===== config.mk =====
export PLATFORM = sky130hd
export DESIGN_NAME = ice_sl_arbiter
export DESIGN_NICKNAME = d
export VERILOG_FILES = /design/src/rtl/ice_sl_arbiter_pkg.sv /design/src/rtl/ice_sl_arbiter_rr_pick.sv /design/src/rtl/ice_sl_arbiter.sv
export SDC_FILE = /design/constraint.sdc
export NUM_CORES = 1
export LEC_CHECK = 0
export CELL_PAD_IN_SITES_DETAIL_PLACEMENT = 1
export CELL_PAD_IN_SITES_GLOBAL_PLACEMENT = 1
export CORE_ASPECT_RATIO = 0.9
export CORE_MARGIN = 2
export CORE_UTILIZATION = 40
export DETAILED_ROUTE_END_ITERATION = 8
export HOLD_SLACK_MARGIN = 0.03
export PLACE_DENSITY_LB_ADDON = 0.1
export SKIP_LAST_GASP = 1
export SYNTH_ARGS = -nofsm -noshare
export SYNTH_HDL_FRONTEND = slang
export SYNTH_SLANG_ARGS = --single-unit

===== constraint.sdc =====
create_clock -name clk_i -period 8.5 [get_ports clk_i]
set_clock_uncertainty 0.05 [all_clocks]
set_input_delay 0.85 -clock clk_i [delete_from_list [all_inputs] [get_ports clk_i]]
set_output_delay 0.85 -clock clk_i [all_outputs]
set_load 0.01 [all_outputs]

===== src/rtl/ice_sl_arbiter_pkg.sv =====
// Shared definitions for the ICE slave-bus arbiter: FSM encodings, policy codes and width helpers.
package ice_sl_arbiter_pkg;

  typedef enum logic [1:0] {
    ARB_IDLE    = 2'd0,
    ARB_GRANT   = 2'd1,
    ARB_RELEASE = 2'd2
  } arb_state_e;

  localparam logic ARB_MODE_FIXED = 1'b0;
  localparam logic ARB_MODE_RR    = 1'b1;

  function automatic int clog2(input int value);
    int res;
    res = 0;
    for (int i = 0; i < 31; i++) begin
      if ((1 << i) < value) res = i + 1;
    end
    return res;
  endfunction

  // Index/counter widths never collapse to zero bits, even for a single device or disabled watchdog.
  function automatic int width_of(input int value);
    return (clog2(value) < 1) ? 1 : clog2(value);
  endfunction

endpackage


===== src/rtl/ice_sl_arbiter_rr_pick.sv =====
// Combinational picker: first set bit of eligible_i at or after the start index, wrapping to 0.
// Fixed-priority mode forces the start index to 0, giving lowest-index-wins.
module ice_rr_pick
  import ice_sl_arbiter_pkg::*;
#(
  parameter int NUM_DEV = 7,
  localparam int IDX_W = width_of(NUM_DEV)
)(
  input  logic [NUM_DEV-1:0] eligible_i,
  input  logic [IDX_W-1:0]   rr_ptr_i,
  input  logic               rr_mode_i,
  output logic [IDX_W-1:0]   winner_o,
  output logic               found_o
);

  localparam logic [IDX_W:0] NUM_DEV_W = NUM_DEV[IDX_W:0];

  logic [IDX_W-1:0]   start;
  logic [NUM_DEV-1:0] rotated;
  logic [IDX_W-1:0]   offset;
  logic [IDX_W:0]     sum;

  always_comb begin
    start   = (rr_mode_i == ARB_MODE_RR) ? rr_ptr_i : '0;
    rotated = NUM_DEV'({eligible_i, eligible_i} >> start);
    offset  = '0;
    for (int i = NUM_DEV - 1; i >= 0; i--) begin
      if (rotated[i]) offset = i[IDX_W-1:0];
    end
    sum      = {1'b0, start} + {1'b0, offset};
    winner_o = (sum >= NUM_DEV_W) ? IDX_W'(sum - NUM_DEV_W) : IDX_W'(sum);
    found_o  = |eligible_i;
  end

endmodule


===== src/rtl/ice_sl_arbiter.sv =====
// ICE slave-bus arbiter: grants sl_data ownership by fixed or round-robin policy, with masking and hold watchdog.
// state       | meaning
// ARB_IDLE    | no owner; grant the picked eligible device when the bus controller is ready
// ARB_GRANT   | one device owns the bus until tail, request drop or watchdog expiry
// ARB_RELEASE | one forced bus-idle cycle; round-robin pointer advances past the last owner
module ice_sl_arbiter
  import ice_sl_arbiter_pkg::*;
#(
  parameter int NUM_DEV  = 7,
  parameter int MAX_HOLD = 4096,
  localparam int IDX_W  = width_of(NUM_DEV),
  localparam int HOLD_W = width_of(MAX_HOLD + 1)
)(
  input  logic               clk_i,
  input  logic               reset_i,
  input  logic               rr_mode_i,
  input  logic [NUM_DEV-1:0] req_mask_i,
  input  logic               ds_ready_i,
  input  logic [NUM_DEV-1:0] sl_arb_request_i,
  input  logic               sl_latch_tail_i,
  output logic [NUM_DEV-1:0] sl_arb_grant_o,
  output logic               grant_valid_o,
  output logic [IDX_W-1:0]   grant_idx_o,
  output logic               timeout_o,
  output logic               abort_o,
  output logic [IDX_W-1:0]   event_idx_o
);

  localparam logic [HOLD_W-1:0] HOLD_MAX  = HOLD_W'(MAX_HOLD);
  localparam logic [HOLD_W-1:0] HOLD_LAST = HOLD_W'(MAX_HOLD - 1);
  localparam logic [IDX_W-1:0]  LAST_DEV  = IDX_W'(NUM_DEV - 1);
  localparam bit                WDOG_EN   = (MAX_HOLD != 0);

  arb_state_e         state_q;
  logic [NUM_DEV-1:0] grant_q;
  logic [IDX_W-1:0]   grant_idx_q;
  logic [IDX_W-1:0]   event_idx_q;
  logic [IDX_W-1:0]   rr_ptr_q;
  logic [IDX_W-1:0]   rr_ptr_d;
  logic [HOLD_W-1:0]  hold_q;
  logic               timeout_q;
  logic               abort_q;

  logic [NUM_DEV-1:0] eligible;
  logic [IDX_W-1:0]   winner;
  logic               found;

  assign eligible = sl_arb_request_i & ~req_mask_i;
  assign rr_ptr_d = (grant_idx_q == LAST_DEV) ? '0 : grant_idx_q + IDX_W'(1);

  ice_rr_pick #(.NUM_DEV(NUM_DEV)) u_pick (
    .eligible_i (eligible),
    .rr_ptr_i   (rr_ptr_q),
    .rr_mode_i  (rr_mode_i),
    .winner_o   (winner),
    .found_o    (found)
  );

  always_ff @(posedge clk_i or posedge reset_i) begin
    if (reset_i) begin
      state_q     <= ARB_IDLE;
      grant_q     <= '0;
      grant_idx_q <= '0;
      event_idx_q <= '0;
      rr_ptr_q    <= '0;
      hold_q      <= '0;
      timeout_q   <= 1'b0;
      abort_q     <= 1'b0;
    end else begin
      timeout_q <= 1'b0;
      abort_q   <= 1'b0;
      unique case (state_q)
        ARB_IDLE: begin
          if (ds_ready_i && found) begin
            grant_q     <= NUM_DEV'(1) << winner;
            grant_idx_q <= winner;
            hold_q      <= '0;
            state_q     <= ARB_GRANT;
          end
        end
        ARB_GRANT: begin
          if (hold_q != HOLD_MAX) hold_q <= hold_q + HOLD_W'(1);
          // Release causes are prioritised so at most one of abort/timeout can pulse.
          if (sl_latch_tail_i) begin
            grant_q <= '0;
            state_q <= ARB_RELEASE;
          end else if (!sl_arb_request_i[grant_idx_q]) begin
            abort_q     <= 1'b1;
            event_idx_q <= grant_idx_q;
            grant_q     <= '0;
            state_q     <= ARB_RELEASE;
          end else if (WDOG_EN && hold_q == HOLD_LAST) begin
            timeout_q   <= 1'b1;
            event_idx_q <= grant_idx_q;
            grant_q     <= '0;
            state_q     <= ARB_RELEASE;
          end
        end
        ARB_RELEASE: begin
          rr_ptr_q <= rr_ptr_d;
          state_q  <= ARB_IDLE;
        end
        default: begin
          grant_q <= '0;
          state_q <= ARB_IDLE;
        end
      endcase
    end
  end

  assign sl_arb_grant_o = grant_q;
  assign grant_valid_o  = |grant_q;
  assign grant_idx_o    = grant_idx_q;
  assign timeout_o      = timeout_q;
  assign abort_o        = abort_q;
  assign event_idx_o    = event_idx_q;

endmodule


# Yosys cells after proc, flatten, opt, wreduce, memory -nomap -nowiden
# Index checks and enable logic that the tools add are counted.
# op_classes
n_reduce_logical,10
eq_ne,9
n_bitwise,4
n_shift,2
order_cmp,2
n_addsub,4
n_mux,34
# ops
operator,count
3-bit 2-to-1 mux,12
7-bit 2-to-1 mux,4
13-bit 2-to-1 mux,2
13-bit case mux with 2 select lines,1
7-bit case mux with 3 select lines,1
7-bit OR reduction,2
14-bit by 3-bit >> shifter with 7-bit output,1
13-bit by 1-bit adder with 13-bit output (second input constant),1
13-bit by 12-bit == test with 1-bit output (second input constant),1
13-bit inequality test (second input constant),1
3-bit AND reduction,3
1-bit 2-to-1 mux,8
2-bit 2-to-1 mux,4
7-bit bitwise AND,1
7-bit NOT,1
1-bit by 3-bit left shift with 7-bit output (first input constant),1
3-bit by 3-bit adder with 4-bit output,1
4-bit by 3-bit >= comparator with 1-bit output (second input constant),1
3-bit by 4-bit < comparator with 1-bit output (second input constant),1
2-bit inequality test (second input constant),2
4-bit inequality test (second input constant),1
2-bit case mux with 2 select lines,1
2-bit AND reduction,2
3-bit by 1-bit adder with 3-bit output (second input constant),1
other kinds (10),11
# word_totals
word_cells,73
reg_bits,33
output_inout_bits,16
input_bits,19

# Depth between registers and ports, before layout
# Gate-level depths: netlist (run 1).
# logic_depth
word_depth,16
mapped_depth,18
ltp_nobuf,17

# Cells and area by module
# Synthesis (run 1) repeated with hierarchy kept, for this count alone.
# unflattened
cells_unflattened,256
area_unflattened_um2,2401.1
# modules_own_cells
mod,n_inst,area_each_um2,seq_area_each_um2,cells_each
ice_sl_arbiter,1,1913.1,825.8,210
ice_rr_pick,1,488.0,0.0,46

# Worst setup path after synthesis (run 1)
# Ideal clock, no wire load.
# synth_path
path_kind,input to register
start,input rr_mode_i
end,register grant_q[6] (netlist: sl_arb_grant_o[6])
path_slack_ps,3767
n_path_buf,0
path_stages,16
arrival_time_ps,4561
t_required_ps,8328
setup_time_ps,122
cell_sequence,nand2_1 inv_2 mux4_2 mux2_2 a211o_1 a21bo_1 a21boi_2 ha_1 inv_1 fa_1 inv_1 ha_1 a221oi_1 nor2b_1 mux2_2 a32o_1
# synth_between
elab_chain_cells,15
elab_cells_between_ends,16
cone_classes,2 x add/sub; 1 x order compare; 2 x shift; 11 x mux
# synth_lines
element,line_no,text
from (decl),ice_sl_arbiter.sv:16,"input logic rr_mode_i,"
3-bit 2-to-1 mux (*),ice_sl_arbiter_rr_pick.sv:24,start = (rr_mode_i == ARB_MODE_RR) ? rr_ptr_i : '0;
14-bit by 3-bit >> shifter with 7-bit output,ice_sl_arbiter_rr_pick.sv:25,"rotated = NUM_DEV'({eligible_i, eligible_i} >> start);"
3-bit 2-to-1 mux (7 in series),ice_sl_arbiter_rr_pick.sv:28,if (rotated[i]) offset = i[IDX_W-1:0];
3-bit by 3-bit adder with 4-bit output (*),ice_sl_arbiter_rr_pick.sv:30,"sum = {1'b0, start} + {1'b0, offset};"
4-bit by 3-bit >= comparator with 1-bit output / 3-bit subtractor (equally long branches),ice_sl_arbiter_rr_pick.sv:31,winner_o = (sum >= NUM_DEV_W) ? IDX_W'(sum - NUM_DEV_W) : IDX_W'(sum);
3-bit 2-to-1 mux (*),ice_sl_arbiter_rr_pick.sv:31,
1-bit by 3-bit left shift with 7-bit output (*),ice_sl_arbiter.sv:75,grant_q <= NUM_DEV'(1) << winner;
7-bit 2-to-1 mux (*),ice_sl_arbiter.sv:74,if (ds_ready_i && found) begin
7-bit case mux with 3 select lines (*),ice_sl_arbiter.sv:72,unique case (state_q)
to (signal assigned),ice_sl_arbiter.sv:75,
to (decl),ice_sl_arbiter.sv:35,logic [NUM_DEV-1:0] grant_q;
# Every way passes the cells marked *; elsewhere a longest branch is shown, timed or not. The select of a mux whose other input is x is not followed.
# A chain may end at the register's enable or synchronous reset.

# Worst setup path after layout (run 1)
# layout_path
start,input rr_mode_i
end,register grant_q[5] (netlist: sl_arb_grant_o[5])
# The elaborated chain is that of the path after synthesis.

==> results of run 1 <==
-- layer usage --
layer / vias to the layer above / wire length, µm
met5: - / 0
li1: 975 / -
met3: 9 / 256
met1: 984 / 3060
met2: 48 / 2670
met4: 0 / 73
-- worst paths after layout --
check / start / cells after the start / endpoint / slack (ps)
max reg2reg: rr_ptr_q[0] / 17 / sl_arb_grant_o[5] / 3840
min in group asynchronous: reset_i / 3 / state_q[1] / 920
min reg2reg: event_idx_o[0] / 1 / event_idx_o[0] / 460
min: event_idx_o[0] / 1 / event_idx_o[0] / 460
max in group asynchronous: reset_i / 3 / rr_ptr_q[0] / 7170
max: rr_mode_i / 17 / sl_arb_grant_o[5] / 3120
-- final cells by class --
cell class	count	area, µm²	area share (%)
flip-flops and latches	33	826	29.4
inverters	12	45.0	1.60
well taps	70	87.6	3.12
repair buffers	35	348	12.4
clock inverters	2	10.0	0.356
clock buffers	6	72.6	2.58
multi-input cells	197	1420	50.6
-- synthesized netlist by cell type, types with 4 or more instances --
master    instances
dfrtp_1          33
nand2_1          29
nor2_1           16
mux2i_1          14
mux2_2           12
nor2b_1          11
o21ai_0          11
inv_1            10
a211oi_1          8
nand2b_1          8
a21oi_1           7
xnor2_1           7
ha_1              6
nor3_1            6
nand3_1           5
or3_1             5
mux4_2            4
nand4_1           4
nor4_1            4
o211ai_1          4
-- power by group through the flow --
stage | Combinational, W | Clock, W | Sequential, W
global route | 0.000561 | 0.000126 | 0.000257
CTS | 0.000502 | 0.000119 | 0.000250
global placement | 0.000491 | 0 | 0.000250
finish | 0.000496 | 0.000115 | 0.000249
floorplan | 0.000366 | 0 | 0.000235
detailed placement | 0.000499 | 0 | 0.000254
-- flip-flops by register name, indices dropped and copies added (netlist names) --
register and flops:
abort_o 1, event_idx_o 3, grant_idx_o 3, hold_q 13, rr_ptr_q 3, sl_arb_grant_o 7
state_q 2, timeout_o 1
-- kinds of logic after synthesis --
logic type / Yosys count / synth area share, %
simple gates: 101 / 22.5
buf+inv: 18 / 3.28
xor+xnor: 8 / 3.02
compound gates: 51 / 15.8
fa+ha+maj: 7 / 4.09
mux: 30 / 15.7
flops: 33 / 35.5
-- metrics by stage --
stage | worst slack (ps) | std cells
6_report | 3120 | 355
5_1_grt | 2780 | 355
4_1_cts | 3090 | 355
3_5_place_dp | 2800 | 347
3_3_place_gp | 2950 | 347
2_1_floorplan | 3770 | 248
-- cell usage in the layout, fill, tap and decap left out, drive strengths merged, types with 5 or more instances in the layout --
cell type,netlist,final
clkbuf,3,6
o21ai,11,11
xnor2,7,7
or3,5,5
nor3,6,6
ha,6,6
a21oi,7,7
mux2i,14,14
nand3,5,5
nor2b,11,11
dfrtp,33,33
inv,11,11
mux2,12,12
a211oi,8,8
clkdlybuf4s50,0,34
nor2,16,16
nand2b,8,8
nand2,29,29
==> results.yml, run 1 <==
timing:
  drv_slew: 0
  finalCritPeriodShare_pct: 63.3
  hold_viol: 0
  layout_min_cycle_time_ps: 5380
  tightest_slew_ps: 755
  fmax_ghz: 0.186
  fin_tns_setup_ps: 0
  rsz0062_at_grt: "false"
  setup_viol: 0
  timing.hold.ws_ps: 462
  slew_headroom_pct: 49.2
grt:
  top_usage_layer: "met2"
  antenna_found_initial: 0
  grt-ovfl-total: 0
  grt_max_degree: 34
  use_met1_pct: 29.2
  grt_util_all_layers_pct: 19.8
  grt_pass1_vias: 2083
  met2_usage_pct: 29.8
  grt_pass1_wl_um: 10300
  use_met3_pct: 3.68
route:
  initialDrtViolationCount: 55
  dr.pass1.iters: 4
  ant_nets: 0
  vias_per_cell: 5.68
  wl_per_cell_um: 17.1
  drc: 0
  wirelength_um: 6060
  vias: 2016
yosys:
  yosysSeqAreaShare_pct: 35.5
  synth-async-reset-ratio_pct: 100
  syn_area_mm2: 0.00232
  syn_nets: 274
  ys_ff_latch: 33
  yosysUniqueCellTypes: 53
  synthFlopType: "dfrtp_1"
  syn_inst: 248
  avgSynthCellArea_um2: 9.37
  synth_top_cell_by_area: "dfrtp_1"
  yosys-top-cells-area: "dfrtp_1, mux2i_1, mux2_2, nand2_1, mux4_2"
  synth_top_area_share_pct: 35.5
  yosys_warnings: 0
  synth_edf_count: 0
clocking:
  postCtsSetupBuffers: 0
  worstSkewPairLatency_ps: 280
  cts_buffers: 5
  htreeDepth: 2
  cts_tree: "done"
  clkTransAtPathRegs_ps: 70
  hold_buffers: 0
  clockRootBuffer: "clkbuf_8"
  ctsResizeCount: 0
  cts.sinks: 33
  clock_path_buffers: 2
die:
  boundaryPins: 35
  die_x_um: 84.3
  core_area_mm2: 0.00563
  start_util_pct: 41.3
  die_area_mm2: 0.00644
  die_h_um: 76.3
  rows: 26
finish:
  n_fill_cell: 656
  nets: 310
  fin_area_mm2: 0.00281
  area_growth_pct: 20.9
  drive_gt1_share_pct: 10.2
  antenna_cells: 0
  post-route-util_pct: 49.9
pwr:
  power_frac_seq_pct: 29.0
  switchingPower_w: 0.000373
  power_w: 0.000860
  powerDensity_mw_per_mm2: 306
  pwr-share-clk_pct: 13.4
  internal_power_w: 0.000487
  p_leak_nw: 1.17
  switching_share_pct: 43.4
  ir_drop_v: 0.000172
  pwr-share-comb_pct: 57.7
job:
  maxCapViolCount: 0
placed_design:
  placed_area_mm2: 0.00273
  io_buffers: 34
  place_hpwl_um: 4670
  place.gp.congestion: 0.951
critical_path:
  crit_family: "compound AO/OA/AOI/OAI gates"
  critical_path_buf_inv_count: 3
  slowest_stage: "a221oi_1"
  cp_cell_sequence: "clkdlybuf4s50_1, and2_1, mux4_2, mux2_2, a211o_1, a21bo_1, a21boi_2, ha_1, inv_1, fa_1, inv_1, ha_1, a221oi_1, nor3_1, a21oi_1, and3b_1, mux2_2"
  crit_fanout: 6
  start_kind: "input pin"
  required_ps: 8620
  cp-end-kind: "flop"
  cp_slowest_stage_delay_ps: 650
  path_class: "in2reg"
  worstPathArrival_ps: 5500
worst_hold_path:
  hold_class: "reg2reg"
run_status:
  status: "finished clean"
Power figures use the tool's default switching activity.
==> inputs of run 2 (changes only) <==
==> constraint.sdc (replaced) <==
create_clock -name clk_i -period 5.15 [get_ports clk_i]
set_clock_uncertainty 0.05 [all_clocks]
set_input_delay 0.515 -clock clk_i [delete_from_list [all_inputs] [get_ports clk_i]]
set_output_delay 0.515 -clock clk_i [all_outputs]
set_load 0.01 [all_outputs]
==> run 2 against run 1 <==
  * First-iteration DRC count up 56%
  * Power up 69%
  * Sequential power up 64%
  * Setup slack worse by 2700 ps
  * Die area unchanged
  * Register-to-register slack worse by 3000 ps
  * Count of clock-buffer cells in the layout unchanged
  * Hold slack worse by 4.2 ps
  * Highest routed layer unchanged
==> results.yml, run 2 (synthesized netlist as in run 1, its figures left out) <==
timing:
  slew_headroom_pct: 45.7
  drv_slew: 0
  fmax_ghz: 0.212
  setup_viol: 0
  fin_tns_setup_ps: 0
  tightest_slew_ps: 808
  layout_min_cycle_time_ps: 4710
  hold_viol: 0
  finalCritPeriodShare_pct: 91.4
  timing.final.ws_setup_ps: 440
  rsz0062_at_grt: "false"
run_status:
  status: "finished clean"
finish:
  largest_reg_flops: 13
  drive_gt1_share_pct: 11.7
  nets: 315
  antenna_cells: 0
  layout_common_cells: "clkdlybuf4s50_1, dfrtp_1, nand2_1, nor2_1, mux2i_1"
  regMostFlops: "hold_q"
  final_common_cell: "clkdlybuf4s50_1"
  area_growth_pct: 22.6
clocking:
  hold_buffers: 0
  postCtsSetupBuffers: 0
  ctsResizeCount: 0
  htreeDepth: 2
  cts.sinks: 33
  cts_buffers: 5
  cts_tree: "done"
  clkTransAtPathRegs_ps: 70
  clock_path_buffers: 2
  worstSkewPairLatency_ps: 280
  clockRootBuffer: "clkbuf_8"
placed_design:
  dp_slack_ps: 156
  place.gp.congestion: 0.896
  place_hpwl_um: 4870
  io_buffers: 34
critical_path:
  path_class: "in2reg"
  cp-end-kind: "flop"
  cp_slowest_stage_delay_ps: 530
  required_ps: 5260
  cp_cell_sequence: "clkdlybuf4s50_1, nand2_1, inv_2, mux4_2, mux2_2, a211o_1, a21bo_1, a21boi_2, ha_1, inv_1, fa_1, inv_1, ha_1, a221oi_1, buf_4, nor3_1, a21oi_1, and3b_1, mux2_2"
  worstPathArrival_ps: 4820
  start_kind: "input pin"
  crit_fanout: 6
  slowest_stage: "clkdlybuf4s50_1"
  rrSetupSlack_ps: 850
route:
  initialDrtViolationCount: 86
  wl_per_cell_um: 17.6
  vias: 2041
  ant_nets: 0
  wirelength_um: 6340
  vias_per_cell: 5.67
  drc: 0
  dr.pass1.iters: 4
pwr:
  p_leak_nw: 1.20
  power_frac_seq_pct: 28.1
  internal_power_w: 0.000825
  switching_share_pct: 43.4
  ir_drop_v: 0.000361
  pwr-share-clk_pct: 13.0
  pwr-share-comb_pct: 59.0
  powerDensity_mw_per_mm2: 511
  switchingPower_w: 0.000632
grt:
  grt_util_all_layers_pct: 21.2
  grt-ovfl-total: 0
  antenna_found_initial: 0
  met2_usage_pct: 32.4
  grt_pass1_vias: 2123
  grt_max_degree: 34
  top_usage_layer: "met2"
  grt_pass1_wl_um: 10900
  use_met1_pct: 31.3
  use_met3_pct: 3.58
die:
  die_x_um: 84.3
  boundaryPins: 35
  start_util_pct: 41.3
  die_area_mm2: 0.00644
  die_h_um: 76.3
  core_area_mm2: 0.00563
  rows: 26
worst_hold_path:
  hold_class: "reg2reg"
job:
  maxCapViolCount: 0
## run 2: cell type report
cell class / count / area, µm²
timing repair buffer: 40 / 385
sequential: 33 / 826
fill: 651 / 2780
multi-input combinational: 197 / 1420
clock buffer: 6 / 72.6
tap: 70 / 87.6
clock inverter: 2 / 10.0
inverter: 12 / 45.0
## run 2: layer usage
metal / vias up / part of all wire (%)
li1: 990 / -
met1: 1006 / 50
met2: 40 / 45
met5: - / 0
met4: 0 / 0.76
met3: 5 / 4.0
## run 2: critical path: cells and delay by family
family,cells,cell delay (ps)
AO/OA/AOI/OAI,5,990
adder cells (fa/ha/maj),3,890
buffers and inverters,5,950
multiplexers,3,1060
AND/OR/NAND/NOR,3,420
## run 2: power groups by stage
stage	registers, W	logic, W	clock network (W)
finish	0.000409	0.000859	0.000189
CTS	0.000409	0.000866	0.000197
detailed placement	0.000414	0.000859	0
global route	0.000423	0.000956	0.000207
global placement	0.000413	0.000836	0
floorplan	0.000388	0.000605	0
## run 2: worst paths after layout
kind / endpoint / depth (start not counted) / start
setup / recovery: sl_arb_grant_o[5] / 19 / rr_mode_i
hold / removal: hold_q[12] / 1 / hold_q[12]
setup reg to reg: sl_arb_grant_o[5] / 18 / rr_ptr_q[0]
hold reg to reg: hold_q[12] / 1 / hold_q[12]
max in group asynchronous: event_idx_o[1] / 3 / reset_i
min in group asynchronous: sl_arb_grant_o[4] / 3 / reset_i
## run 2: metrics by stage
| step | instance area [µm²] | hold slack [ps] | total power, W | util (%) | std cells |
|---|---|---|---|---|---|
| after global routing | 2850 | 494 | 0.00159 | 50.6 | 360 |
| after detailed placement | 2770 | 450 | 0.00127 | 49.1 | 352 |
| after global placement | 2770 | 437 | 0.00125 | 49.1 | 352 |
| after floorplan | 2320 | 410 | 0.000993 | - | 248 |
| final | 2850 | 458 | 0.00146 | 50.6 | 360 |
| after CTS | 2850 | 465 | 0.00147 | 50.6 | 360 |
